### src/rtl/uart_hex_tx_if.sv
// Request/response bundle between the line controller and the hex line transmitter.
interface uart_hex_tx_if;
    logic        start;
    logic [7:0]  tag;
    logic        tag_en;
    logic [15:0] data;
    logic        busy;
    logic        done;

    modport master (output start, tag, tag_en, data, input busy, done);
    modport slave  (input start, tag, tag_en, data, output busy, done);
endinterface

### src/rtl/uart_hex_tx.sv
// Sends "[tag]HHHH\r\n" for a captured 16-bit word as back-to-back 8N1 frames on uart_dout.
module uart_hex_tx #(
    parameter int unsigned CLKS_PER_BIT = 868
) (
    input  logic          clk,
    input  logic          rst,
    uart_hex_tx_if.slave  bus,
    output logic          uart_dout
);

    localparam int unsigned BAUD_W = $clog2(CLKS_PER_BIT);
    localparam logic [BAUD_W-1:0] BAUD_LAST = BAUD_W'(CLKS_PER_BIT - 1);
    localparam logic [2:0] IDX_FIRST_DIGIT = 3'd1;
    localparam logic [2:0] IDX_LF = 3'd6;

    typedef enum logic [2:0] {
        S_IDLE,
        S_START_BIT,
        S_DATA,
        S_STOP,
        S_FINISH
    } state_t;

    state_t            state_q, state_d;
    logic [BAUD_W-1:0] baud_q, baud_d;
    logic [2:0]        bit_q, bit_d;
    logic [2:0]        idx_q, idx_d;
    logic [7:0]        tag_q, tag_d;
    logic [15:0]       data_q, data_d;
    logic              busy_q, busy_d;
    logic              done_q, done_d;
    logic              dout_q, dout_d;
    logic              baud_tick_c;
    logic [7:0]        cur_byte_c;

    function automatic logic [7:0] hex_char(input logic [3:0] n);
        return (n < 4'd10) ? (8'h30 + {4'h0, n}) : (8'h37 + {4'h0, n});
    endfunction

    // Character at a given position of the response line.
    function automatic logic [7:0] line_byte(input logic [2:0] idx, input logic [7:0] t,
                                             input logic [15:0] d);
        case (idx)
            3'd0:    return t;
            3'd1:    return hex_char(d[15:12]);
            3'd2:    return hex_char(d[11:8]);
            3'd3:    return hex_char(d[7:4]);
            3'd4:    return hex_char(d[3:0]);
            3'd5:    return 8'h0D;
            default: return 8'h0A;
        endcase
    endfunction

    assign baud_tick_c = (baud_q == BAUD_LAST);

    // State, counters, captured payload and registered outputs.
    always_ff @(posedge clk) begin
        if (rst) begin
            state_q <= S_IDLE;
            baud_q  <= '0;
            bit_q   <= '0;
            idx_q   <= '0;
            tag_q   <= '0;
            data_q  <= '0;
            busy_q  <= 1'b0;
            done_q  <= 1'b0;
            dout_q  <= 1'b1;
        end else begin
            state_q <= state_d;
            baud_q  <= baud_d;
            bit_q   <= bit_d;
            idx_q   <= idx_d;
            tag_q   <= tag_d;
            data_q  <= data_d;
            busy_q  <= busy_d;
            done_q  <= done_d;
            dout_q  <= dout_d;
        end
    end

    // Next state and datapath.
    always_comb begin
        state_d = state_q;
        baud_d  = '0;
        bit_d   = bit_q;
        idx_d   = idx_q;
        tag_d   = tag_q;
        data_d  = data_q;
        case (state_q)
            S_IDLE: begin
                if (bus.start) begin
                    tag_d   = bus.tag;
                    data_d  = bus.data;
                    idx_d   = bus.tag_en ? 3'd0 : IDX_FIRST_DIGIT;
                    bit_d   = 3'd0;
                    state_d = S_START_BIT;
                end
            end
            S_START_BIT: begin
                baud_d = baud_tick_c ? '0 : baud_q + BAUD_W'(1);
                if (baud_tick_c) begin
                    bit_d   = 3'd0;
                    state_d = S_DATA;
                end
            end
            S_DATA: begin
                baud_d = baud_tick_c ? '0 : baud_q + BAUD_W'(1);
                if (baud_tick_c) begin
                    if (bit_q == 3'd7) state_d = S_STOP;
                    else               bit_d = bit_q + 3'd1;
                end
            end
            S_STOP: begin
                baud_d = baud_tick_c ? '0 : baud_q + BAUD_W'(1);
                if (baud_tick_c) begin
                    if (idx_q == IDX_LF) begin
                        state_d = S_FINISH;
                    end else begin
                        idx_d   = idx_q + 3'd1;
                        state_d = S_START_BIT;
                    end
                end
            end
            S_FINISH: state_d = S_IDLE;
            default:  state_d = S_IDLE;
        endcase
    end

    // Outputs follow the state being entered, so they register in step with it.
    always_comb begin
        busy_d     = 1'b0;
        done_d     = 1'b0;
        dout_d     = 1'b1;
        cur_byte_c = line_byte(idx_d, tag_d, data_d);
        case (state_d)
            S_START_BIT: begin busy_d = 1'b1; dout_d = 1'b0; end
            S_DATA:      begin busy_d = 1'b1; dout_d = cur_byte_c[bit_d]; end
            S_STOP:      busy_d = 1'b1;
            S_FINISH:    done_d = 1'b1;
            default:     ;
        endcase
    end

    assign bus.busy  = busy_q;
    assign bus.done  = done_q;
    assign uart_dout = dout_q;

endmodule

### src/flat_wrapper.sv
// flat-port wrapper written by rule: the top's interface ports become plain ports
module uart_hex_tx_flat 
#(
    parameter int unsigned CLKS_PER_BIT = 868
)
  (clk, rst, uart_dout, bus_start, bus_tag, bus_tag_en, bus_data, bus_busy, bus_done);
  uart_hex_tx_if bus_i ();
  input  logic clk;
  input  logic rst;
  output logic uart_dout;
  input wire logic [$bits(bus_i.start)-1:0] bus_start;
  input wire logic [$bits(bus_i.tag)-1:0] bus_tag;
  input wire logic [$bits(bus_i.tag_en)-1:0] bus_tag_en;
  input wire logic [$bits(bus_i.data)-1:0] bus_data;
  output wire logic [$bits(bus_i.busy)-1:0] bus_busy;
  output wire logic [$bits(bus_i.done)-1:0] bus_done;
  assign bus_i.start = bus_start;
  assign bus_i.tag = bus_tag;
  assign bus_i.tag_en = bus_tag_en;
  assign bus_i.data = bus_data;
  assign bus_busy = bus_i.busy;
  assign bus_done = bus_i.done;
  uart_hex_tx #(.CLKS_PER_BIT(CLKS_PER_BIT)) u_core (.clk(clk), .rst(rst), .bus(bus_i), .uart_dout(uart_dout));
endmodule
### config.mk
export PLATFORM = sky130hd
export DESIGN_NAME = uart_hex_tx_flat
export DESIGN_NICKNAME = d
export VERILOG_FILES = /design/src/rtl/uart_hex_tx_if.sv /design/src/rtl/uart_hex_tx.sv /design/src/flat_wrapper.sv
export SDC_FILE = /design/constraint.sdc
export NUM_CORES = 1
export LEC_CHECK = 0
export ABC_AREA = 1
export CAP_MARGIN = 20
export CORE_MARGIN = 8
export CORE_UTILIZATION = 30
export DETAILED_ROUTE_END_ITERATION = 8
export GPL_TIMING_DRIVEN = 1
export PLACE_DENSITY = 0.54
export SYNTH_ARGS = -nofsm -noshare
export SYNTH_HDL_FRONTEND = slang
export SYNTH_SLANG_ARGS = --single-unit
### constraint.sdc
create_clock -name clk -period 3.4 [get_ports clk]
set_input_delay 0.68 -clock clk [delete_from_list [all_inputs] [get_ports clk]]
set_output_delay 0.68 -clock clk [all_outputs]
set_load 0.01 [all_outputs]
==> metrics <==
mean post-synth cell area=6.63 µm²; setup TNS=0 ps; final clock skew=between 10 and 15 ps; die width=~120 µm; crit path max fanout=13; WL/cell=~12 µm; Cell Rows=36; Data arrival, critical path=approximately 3000 ps; Final Critical Period=around 2800 ps; yosys warns=0; Mapped Nets=492; Post-Synthesis Cells=456; WS Path Type=input port to flop; ANT cells=0; die area=between 0.01 and 0.015 mm²; Startpoint Class=input port; Synth area leader=dfxtp_1; drt first pass iters=4; Final Cell Area=0.00357 mm²; Ports=31; number of global-route vias before repair=2761; maximum vdd drop=0.000178 V; Post-synth ARST share=0%; Worst-Margin Slew=approximately 770 ps; post-CTS resize count=0; Final Hold Violating Endpoints=0; relative slew slack=48.2%; Detail Route Antenna Nets=0; met3 Use GR=between 2 and 2.5%; HPWL after DPL=between 5 and 6 mm; global-route layer with the greatest usage=met2; Core Region=a little under 0.01 mm²; reg2reg setup slack=840 ps; NumNets Final=between 500 and 600; Fmax=between 300 and 400 MHz; Hold WC Path Type=flop to flop; Starting Density=just over 30%; Worst Hold Endpoint=u_core.baud_q[0]; overall power=between 1 and 1.5 mW; Hold-fix buffers, CTS=0; setup ws final=roughly 630 ps; met2 GRT Util=between 10% and 20%; P_leak=about 1.6 nW; Area after DPL=0.00345 mm²; commonest non-fill, non-tap cell in the layout=nand2_1; final wirelength=7.21 mm; hold slack=between 400 and 500 ps; H-tree level count=2; Avg Vias per Cell=~4.6; worst-path cell chain=clkdlybuf4s50_1, nand3_4, buf_4, or2_1, o21ai_2, ha_1, a21oi_1, o21bai_1, nand2_1, nand3_1, o21ai_1, nand3_1, nand2_1, nand2_1, nand3_1, nand2_1; PwrDens=around 360 mW/mm²; met1 Usage GRT=14.5%; CTS tree=yes; first-pass GRT wire length=between 10 and 15 mm; # DRC=0; Vias=about 2900; part of the cycle the worst path needs=roughly four fifths; synthesized flop and latch total=46; GR Overflow Total=0; run status=finished, final reports clean; FF-to-FF End=u_core.uart_dout; post-synth cell types=39; Hold Startpoint=u_core.baud_q[0]; RSZ-0062 raised after global routing=false; WHS Path Cells=1; PortBufs=30; clock root cell=clkbuf_8; CTS Buf Count=5; largest net degree at the start of global routing=35; layout cell share with drive strength beyond 1=between 10 and 15%; max_cap viols=0; CTS sink cnt=between 40 and 50; GPL Wtd Cong=~0.84; Pins Over Slew Limit=0; Synth top area share=30.4%; FF-to-FF Start=u_core.state_q[1]; CP Capture Type=flop; GRT Overall Usage=11.4%; sequential area share after synthesis=slightly above 30%; clk buf depth=2; clk_lat worst skew=310 ps; post-CTS setup buffer count=0; top post-synthesis cells by area=dfxtp_1 (30%), nand2_1 (12%), nor2_1 (8.2%); clock transition at the registers of the reported paths=roughly 100 ps; Placement Setup Slack=about 330 ps; initial antenna violation count=0; Area Growth Syn to Fin=17.9%; slowest stage delay, CP=520 ps; WP data required=between 3000 and 4000 ps; crit path from=bus_start; commonest cells after routing, fill and taps aside=nand2_1 (100), nor2_1 (66), inv_1 (51), nand3_1 (47), dfxtp_1 (46); initial DRC count=between 100 and 150; Post-synth EDFFs=0; worst path bufs/invs=2; Most Frequent Cell on Critical Path=nand2_1; die height=between 100 and 150 µm; top_reg_cell synth=dfxtp_1; R2R depth=16; slowest cell on the critical path=clkdlybuf4s50_1; CP top delay family=simple AND/OR/NAND/NOR gates; cell area after synthesis=0.00303 mm²; Final setup viols=0
flip-flops by register name, indices dropped and copies added, names as in the netlist, 3 cells and up:
signal          flops
u_core.idx_q        3
u_core.data_q      16
u_core.state_q      3
u_core.baud_q      10
u_core.tag_q        8
u_core.bit_q        3
worst register-to-register path: cells and delay by family (launching register included):
kind / cells / cell delay (ps)
adders and majority gates: 1 / 200
buffers and inverters: 1 / 240
and+or+nand+nor: 10 / 1170
DFF: 1 / 390
AOI/OAI and AO/OA: 4 / 460
where the power goes:
part	internal [mW]	total [mW]	switching (mW)
clock	0.219	0.423	0.204
combinational	0.123	0.297	0.175
sequential	0.566	0.576	0.0102
total	0.907	1.30	0.389
logic make-up (layout without fill, tap and decap cells):
logic type	count (synthesis)	after routing	synth area share, %
AND/OR/NAND/NOR	270	270	41.5
adder cells (fa/ha/maj)	8	8	3.31
XOR/XNOR	2	2	0.579
multiplexers	6	6	1.99
buffers and inverters	72	105	10.3
AO/OA/AOI/OAI	52	52	11.9
flip-flops	46	46	30.4
area by class of cell:
type | instances | area [µm²]
clock inverter | 3 | 45.0
sequential | 46 | 921
inverter | 61 | 229
multi-input combinational | 338 | 1790
timing repair buffer | 36 | 345
tap | 133 | 166
clock buffer | 5 | 68.8
fill | 1061 | 6210
cells in the mapped netlist, types with 3 or more instances:
cell type    n
nand2_1    100
nor2_1      66
inv_1       51
nand3_1     47
dfxtp_1     46
nand2_2     14
a21oi_1     12
inv_2       10
o21ai_2     10
ha_1         8
nand4_1      7
o21ai_1      7
mux2i_1      6
nand3b_1     6
nor3_1       6
o21ai_0      6
or2_1        6
buf_6        4
clkbuf_1     4
nor2_2       4
o21bai_1     4
buf_4        3
nand3_2      3
o211ai_1     3
worst max path at each step:
stage	end	cells past startpoint
final	u_core.uart_dout	16
after global routing	u_core.uart_dout	16
after CTS	u_core.uart_dout	16
after detailed placement	u_core.uart_dout	16
after global placement	u_core.uart_dout	16
after floorplan	u_core.uart_dout	17
layer usage:
layer / up-vias / routed length, µm
met1: 1298 / 3600
met4: 0 / 123
met5: - / 0
li1: 1531 / -
met2: 36 / 3260
met3: 10 / 228
per-stage QoR:
| stage | std cells | util, % |
|---|---|---|
| 3_3_place_gp | 614 | 35.3 |
| 3_5_place_dp | 614 | 35.3 |
| 2_1_floorplan | 456 | - |
| 5_1_grt | 622 | 36.5 |
| 4_1_cts | 622 | 36.5 |
| 6_report | 622 | 36.5 |
Note: power is estimated with default switching activity, not from simulation.
